===== config.mk =====
export PLATFORM = sky130hd
export DESIGN_NAME = sfilt_seq_flat
export DESIGN_NICKNAME = d
export VERILOG_FILES = /design/src/rtl/sfilt_seq_if.sv /design/src/rtl/sfilt_seq.sv /design/src/flat_wrapper.sv
export SDC_FILE = /design/constraint.sdc
export NUM_CORES = 1
export LEC_CHECK = 0
export BUFFER_PORTS_ARGS = -buffer_cell sky130_fd_sc_hd__clkbuf_2
export CORE_ASPECT_RATIO = 1.5
export CORE_UTILIZATION = 39
export DETAILED_ROUTE_END_ITERATION = 8
export PLACE_DENSITY = 0.51
export SYNTH_ARGS = -nofsm -noshare
export SYNTH_HDL_FRONTEND = slang
export SYNTH_SLANG_ARGS = --single-unit

===== constraint.sdc =====
create_clock -name clk -period 10.43 [get_ports clk]
set_input_delay 3.129 -clock clk [delete_from_list [all_inputs] [get_ports clk]]
set_output_delay 3.129 -clock clk [all_outputs]
set_load 0.01 [all_outputs]

===== src/rtl/sfilt_seq_if.sv =====
// Sample, config and filter-command signals of the sfilt tap sequencer.
// master drives samples/config; slave is the sequencer itself.
interface sfilt_seq_if;
    logic        in_push;
    logic [31:0] in_data;
    logic        in_ready;
    logic        cfg_we;
    logic [7:0]  cfg_addr;
    logic [31:0] cfg_data;
    logic        cfg_err;
    logic        f_pushin;
    logic [1:0]  f_cmd;
    logic [31:0] f_q;
    logic [31:0] f_h;
    logic        busy;

    modport master (
        output in_push, in_data, cfg_we, cfg_addr, cfg_data,
        input  in_ready, cfg_err, f_pushin, f_cmd, f_q, f_h, busy
    );
    modport slave (
        input  in_push, in_data, cfg_we, cfg_addr, cfg_data,
        output in_ready, cfg_err, f_pushin, f_cmd, f_q, f_h, busy
    );
endinterface


===== src/rtl/sfilt_seq.sv =====
// Tap sequencer for the sfilt MAC: holds coefficients and a circular sample
// history, and emits first-mult / MAC / shift / send bursts per accepted sample.
module sfilt_seq #(
    parameter int NTAPS = 8,
    parameter int AW    = (NTAPS > 1) ? $clog2(NTAPS) : 1
) (
    input  logic       clk,
    input  logic       rst,
    sfilt_seq_if.slave bus
);
    typedef enum logic [1:0] {S_IDLE, S_MAC, S_SHIFT, S_OUT} state_t;

    localparam logic [AW-1:0] LAST    = AW'(NTAPS - 1);
    localparam logic [AW:0]   NTAPS_W = (AW + 1)'(NTAPS);

    state_t        state_q, state_d;
    logic [AW-1:0] k_q, k_d;
    logic [AW-1:0] wptr_q, wptr_d;
    logic [6:0]    shift_q, shift_d;
    logic [31:0]   coef_q [NTAPS];
    logic [31:0]   coef_d [NTAPS];
    logic [31:0]   hist_q [NTAPS];
    logic [31:0]   hist_d [NTAPS];
    logic          f_pushin_q, f_pushin_d;
    logic [1:0]    f_cmd_q, f_cmd_d;
    logic [31:0]   f_q_q, f_q_d;
    logic [31:0]   f_h_q, f_h_d;
    logic          cfg_err_q, cfg_err_d;

    logic accept;
    logic cfg_ok;

    // (w - k) mod NTAPS without requiring NTAPS to be a power of two
    function automatic logic [AW-1:0] hist_idx(input logic [AW-1:0] w, input logic [AW-1:0] k);
        logic [AW:0] wrapped;
        wrapped = {1'b0, w} + NTAPS_W - {1'b0, k};
        if (w >= k) begin
            return w - k;
        end
        return wrapped[AW-1:0];
    endfunction

    assign accept = (state_q == S_IDLE) && bus.in_push;
    assign cfg_ok = (state_q == S_IDLE) && !bus.in_push && bus.cfg_we;

    always_comb begin
        for (int i = 0; i < NTAPS; i++) begin
            coef_d[i] = coef_q[i];
            hist_d[i] = hist_q[i];
        end
        shift_d   = shift_q;
        cfg_err_d = bus.cfg_we && ((state_q != S_IDLE) || bus.in_push);
        if (cfg_ok && (bus.cfg_addr < 8'(NTAPS))) begin
            coef_d[bus.cfg_addr[AW-1:0]] = bus.cfg_data;
        end
        if (cfg_ok && (bus.cfg_addr == 8'hFF)) begin
            shift_d = bus.cfg_data[6:0];
        end
        if (accept) begin
            hist_d[wptr_q] = bus.in_data;
        end
    end

    // Outputs are registered one step ahead: each branch prepares what the
    // next state presents, so tap 0 takes the incoming sample directly.
    always_comb begin
        state_d    = state_q;
        k_d        = k_q;
        wptr_d     = wptr_q;
        f_pushin_d = 1'b0;
        f_cmd_d    = 2'd0;
        f_q_d      = '0;
        f_h_d      = '0;
        unique case (state_q)
            S_IDLE: begin
                if (bus.in_push) begin
                    state_d    = S_MAC;
                    k_d        = '0;
                    f_pushin_d = 1'b1;
                    f_cmd_d    = 2'd0;
                    f_q_d      = bus.in_data;
                    f_h_d      = coef_q[0];
                end
            end
            S_MAC: begin
                f_pushin_d = 1'b1;
                if (k_q == LAST) begin
                    state_d = S_SHIFT;
                    f_cmd_d = 2'd2;
                    f_h_d   = {25'b0, shift_q};
                end else begin
                    k_d     = k_q + 1'b1;
                    f_cmd_d = 2'd1;
                    f_q_d   = hist_q[hist_idx(wptr_q, k_d)];
                    f_h_d   = coef_q[k_d];
                end
            end
            S_SHIFT: begin
                state_d    = S_OUT;
                f_pushin_d = 1'b1;
                f_cmd_d    = 2'd3;
            end
            S_OUT: begin
                state_d = S_IDLE;
                wptr_d  = (wptr_q == LAST) ? '0 : wptr_q + 1'b1;
            end
            default: state_d = S_IDLE;
        endcase
    end

    always_ff @(posedge clk) begin
        if (rst) begin
            state_q    <= S_IDLE;
            k_q        <= '0;
            wptr_q     <= '0;
            shift_q    <= '0;
            f_pushin_q <= 1'b0;
            f_cmd_q    <= 2'd0;
            f_q_q      <= '0;
            f_h_q      <= '0;
            cfg_err_q  <= 1'b0;
            for (int i = 0; i < NTAPS; i++) begin
                coef_q[i] <= '0;
                hist_q[i] <= '0;
            end
        end else begin
            state_q    <= state_d;
            k_q        <= k_d;
            wptr_q     <= wptr_d;
            shift_q    <= shift_d;
            f_pushin_q <= f_pushin_d;
            f_cmd_q    <= f_cmd_d;
            f_q_q      <= f_q_d;
            f_h_q      <= f_h_d;
            cfg_err_q  <= cfg_err_d;
            for (int i = 0; i < NTAPS; i++) begin
                coef_q[i] <= coef_d[i];
                hist_q[i] <= hist_d[i];
            end
        end
    end

    assign bus.in_ready = (state_q == S_IDLE) && !rst;
    assign bus.busy     = (state_q != S_IDLE);
    assign bus.f_pushin = f_pushin_q;
    assign bus.f_cmd    = f_cmd_q;
    assign bus.f_q      = f_q_q;
    assign bus.f_h      = f_h_q;
    assign bus.cfg_err  = cfg_err_q;
endmodule


===== src/flat_wrapper.sv =====
// flat-port wrapper written by rule: the top's interface ports become plain ports
module sfilt_seq_flat 
#(
    parameter int NTAPS = 8,
    parameter int AW    = (NTAPS > 1) ? $clog2(NTAPS) : 1
)
  (clk, rst, bus_in_push, bus_in_data, bus_cfg_we, bus_cfg_addr, bus_cfg_data, bus_in_ready, bus_cfg_err, bus_f_pushin, bus_f_cmd, bus_f_q, bus_f_h, bus_busy);
  sfilt_seq_if bus_i ();
  input  logic clk;
  input  logic rst;
  input wire logic [$bits(bus_i.in_push)-1:0] bus_in_push;
  input wire logic [$bits(bus_i.in_data)-1:0] bus_in_data;
  input wire logic [$bits(bus_i.cfg_we)-1:0] bus_cfg_we;
  input wire logic [$bits(bus_i.cfg_addr)-1:0] bus_cfg_addr;
  input wire logic [$bits(bus_i.cfg_data)-1:0] bus_cfg_data;
  output wire logic [$bits(bus_i.in_ready)-1:0] bus_in_ready;
  output wire logic [$bits(bus_i.cfg_err)-1:0] bus_cfg_err;
  output wire logic [$bits(bus_i.f_pushin)-1:0] bus_f_pushin;
  output wire logic [$bits(bus_i.f_cmd)-1:0] bus_f_cmd;
  output wire logic [$bits(bus_i.f_q)-1:0] bus_f_q;
  output wire logic [$bits(bus_i.f_h)-1:0] bus_f_h;
  output wire logic [$bits(bus_i.busy)-1:0] bus_busy;
  assign bus_i.in_push = bus_in_push;
  assign bus_i.in_data = bus_in_data;
  assign bus_i.cfg_we = bus_cfg_we;
  assign bus_i.cfg_addr = bus_cfg_addr;
  assign bus_i.cfg_data = bus_cfg_data;
  assign bus_in_ready = bus_i.in_ready;
  assign bus_cfg_err = bus_i.cfg_err;
  assign bus_f_pushin = bus_i.f_pushin;
  assign bus_f_cmd = bus_i.f_cmd;
  assign bus_f_q = bus_i.f_q;
  assign bus_f_h = bus_i.f_h;
  assign bus_busy = bus_i.busy;
  sfilt_seq #(.NTAPS(NTAPS), .AW(AW)) u_core (.clk(clk), .rst(rst), .bus(bus_i));
endmodule

==> impl_metrics.yaml <==
clock_tree:
  cts_tree: "done"
  cts_resized: 0
  htree_num_levels: 2
  cts.path.max_buffers: 3
  cts_root_buf: "sky130_fd_sc_hd__clkbuf_16"
  clkSinkCount: 595
  clock_slew_seen_by_the_registers_of_the_worst_setup_and_hold_paths_ns: 0.06
  post_cts_hold_buffer_count: 0
  clock_insertion_delay_at_the_later_pin_of_the_skew_report_ns: 0.65
  postCtsSetupRepairBufs: 0
  cts_buffers: 60
floorplan:
  chipHeight_um: 315
  die_area_um2: 66200
  core.rowCount: 114
  core_um2: 64500
  die_width_um: 210
  start_util_pct: 39.4
  io-pin-count: 146
synth:
  postSynth.topFlopCell: "sky130_fd_sc_hd__dfxtp_1"
  yosysWarningCount: 0
  synth_cells: 2607
  synth_nets: 2694
  post_synthesis_cell_area_um2: 25400
  syn-mean-instance-area_um2: 9.75
  async_flop_share_pct: 0
  synth.yosys.seq_area_share_pct: 46.9
  yosysUniqueCellTypes: 35
  ff_latch_count_synth: 595
  synth_enable_flop_cells: 0
sta:
  total_negative_setup_slack_ns: 0
  final_period_minus_worst_setup_slack_ns: 6.85
  fin_worst_skew_ns: 0.0263
  worst-slew-pin-transition_ns: 1.05
  report.final.slew_viol_count: 0
  hold_viol: 0
  setup_repair_after_global_routing_missed_its_margin: "no"
  fin_ws_ns: 3.58
  finalCritPeriodShare_pct: 65.7
  timing.max_slew.rel_slack_pct: 30.1
  max_clock_freq_mhz: 146
  endpoints_failing_setup: 0
pwr:
  power_density_nw_per_um2: 193
  power.ir.vdd_worst_mv: 0.151
  leakagePower_nw: 10.5
critical_path:
  timing.critical_path.required_ns: 7.30
  worstPathArrival_ns: 3.72
  worst_r2r_path_depth: 6
  r2r-end: "u_core.bus.f_q[20]"
  cp-startpoint: "rst"
  critical_path_class: "in2out"
  cp-endpoint: "bus_in_ready"
  endpoint_kind: "output pin"
  r2r-start: "u_core.k_q[0]"
  worst_setup_start_kind: "input pin"
  worst_reg2reg_setup_slack_ns: 6.37
  critical_path_peak_fanout: 88
layout:
  layout.cells.non_filler: 3499
  area_growth_from_synthesis_to_final_layout_pct: 12.4
  most_common_library_cell_in_the_layout_ignoring_fill_and_taps: "sky130_fd_sc_hd__dfxtp_1"
  multi_input_comb_area_um2: 12500
  final_net_count: 2666
  layout-drive-gt1-share_pct: 16.6
  fillCellCount: 6109
  mostFrequentLayoutCells: "594 x sky130_fd_sc_hd__dfxtp_1, 576 x sky130_fd_sc_hd__nand2_1, 330 x sky130_fd_sc_hd__mux2i_1, 290 x sky130_fd_sc_hd__nand2b_1, 260 x sky130_fd_sc_hd__a21oi_1"
  seq_area_um2: 11900
routing:
  wl_per_cell_um: 20.1
  routed-via-count: 18300
  vias_per_cell: 5.22
  detail_route.first_pass.iterations: 5
  totalWireLength_um: 70400
  ant_nets: 0
  drt_iter0_drc: 1140
  drcViolationCount: 0
grt:
  grt_max_degree: 256
  via_count_of_the_first_global_routing_pass: 18400
  grt_pass1_wl_um: 108000
  number_of_antenna_violations_at_the_first_check_in_global_routing: 2
  global_route.overflow_total: 0
  track_usage_pct: 21.2
placement:
  place_congestion: 0.770
  dp_cells: 3387
  detailed_place_hpwl_um: 38800
  pre_cts_ws_ns: 3.57
  io_buffers: 145
status:
  run_status: "finished, final reports clean"
run:
  timing.max_cap.violations: 0
hold_path:
  hold_path.class: "reg2reg"
logic make-up (layout without fill, tap and decap cells):
kind of cell / count (synthesis) / count (layout) / share of synthesized area [%]
adders and majority gates: 11 / 11 / 0.571
other: 0 / 1 / 0
xor gates and xnor gates: 2 / 2 / 0.0689
muxes: 458 / 458 / 24.3
AOI/OAI and AO/OA: 333 / 333 / 6.67
buffers and inverters: 275 / 296 / 4.37
and+or+nand+nor: 933 / 933 / 17.1
DFF: 595 / 595 / 46.9
where the power goes:
part           switching (mW)  total, mW  internal (mW)  leakage, nW
logic                   0.589      0.924          0.335         4.73
clock network           0.935       2.22           1.29         1.01
registers              0.0423       2.37           2.33         4.80
flip-flops by register name, summed over array words and instances (netlist names):
signal and cells:
u_core.bus.cfg_err 1, u_core.bus.f_cmd 2, u_core.bus.f_h 32, u_core.bus.f_pushin 1, u_core.bus.f_q 32, u_core.coef_q 256
u_core.hist_q 256, u_core.k_q 3, u_core.shift_q 7, u_core.state_q 2, u_core.wptr_q 3
Yosys cell counts (2+ instances only):
cell type,number,area share (%)
sky130_fd_sc_hd__a21oi_1,260,5.1
sky130_fd_sc_hd__a22oi_1,7,0.21
sky130_fd_sc_hd__and2_1,2,0.049
sky130_fd_sc_hd__buf_1,57,0.84
sky130_fd_sc_hd__buf_2,12,0.24
sky130_fd_sc_hd__buf_4,9,0.27
sky130_fd_sc_hd__buf_6,4,0.18
sky130_fd_sc_hd__clkbuf_1,187,2.8
sky130_fd_sc_hd__dfxtp_1,595,47
sky130_fd_sc_hd__ha_1,10,0.49
sky130_fd_sc_hd__inv_1,6,0.089
sky130_fd_sc_hd__mux2i_1,330,13
sky130_fd_sc_hd__mux4_2,128,11
sky130_fd_sc_hd__nand2_1,577,8.5
sky130_fd_sc_hd__nand2b_1,291,7.2
sky130_fd_sc_hd__nand3_1,4,0.079
sky130_fd_sc_hd__nand3b_1,3,0.089
sky130_fd_sc_hd__nor2_1,26,0.38
sky130_fd_sc_hd__nor2b_1,2,0.049
sky130_fd_sc_hd__nor3_1,5,0.098
sky130_fd_sc_hd__nor3b_1,5,0.15
sky130_fd_sc_hd__nor4_1,2,0.049
sky130_fd_sc_hd__o21ai_0,58,1.1
sky130_fd_sc_hd__o22ai_1,7,0.17
sky130_fd_sc_hd__or2_2,4,0.098
sky130_fd_sc_hd__or3_1,6,0.15
sky130_fd_sc_hd__or4_1,2,0.059
critical path: stages:
cell and delay [ns]:
sky130_fd_sc_hd__buf_8 0.32, sky130_fd_sc_hd__nor2_1 0.07, sky130_fd_sc_hd__clkbuf_2 0.14
layer usage:
layer | global-route usage, % | share of wire, % | routed length (um) | up-vias
met2 | 38.5 | 52 | 36600 | 442
met1 | 25.7 | 41 | 28800 | 8993
met3 | 2.82 | 4.4 | 3120 | 105
met5 | 0 | 0.024 | 17 | -
met4 | 6.83 | 2.7 | 1890 | 2
li1 | - | - | - | 8711
final cells by class:
class | count | share of cell area (%)
inverter | 6 | 0.0788
clock inverter | 17 | 0.609
clock buffer | 94 | 6.48
multi-input combinational | 1737 | 43.8
tap | 870 | 3.81
timing repair buffer | 179 | 3.51
antenna | 1 | 0.00876
sequential | 595 | 41.7
stage by stage:
stage | power [mW] | area, um^2 | util (%) | hold WS [ns]
2_1_floorplan | 3.06 | 25400 | - | 0.433
3_3_place_gp | 3.36 | 26500 | 41.2 | 0.438
3_5_place_dp | 3.37 | 26500 | 41.2 | 0.445
4_1_cts | 5.60 | 28600 | 44.3 | 0.454
5_1_grt | 5.74 | 28600 | 44.3 | 0.468
6_report | 5.51 | 28600 | 44.3 | 0.451
how the worst min path moves through the flow:
stage                                     from                    to  slack, ns  cells past startpoint
final                      u_core.hist_q[6][5]   u_core.hist_q[6][5]       0.45                      2
after global routing      u_core.hist_q[3][10]  u_core.hist_q[3][10]       0.47                      2
after CTS                  u_core.hist_q[6][5]   u_core.hist_q[6][5]       0.45                      2
after detailed placement  u_core.hist_q[4][21]  u_core.hist_q[4][21]       0.44                      2
after global placement    u_core.hist_q[4][17]  u_core.hist_q[4][17]       0.44                      2
after floorplan            u_core.hist_q[1][0]   u_core.hist_q[1][0]       0.43                      2
Note: power is estimated with default switching activity, not from simulation.
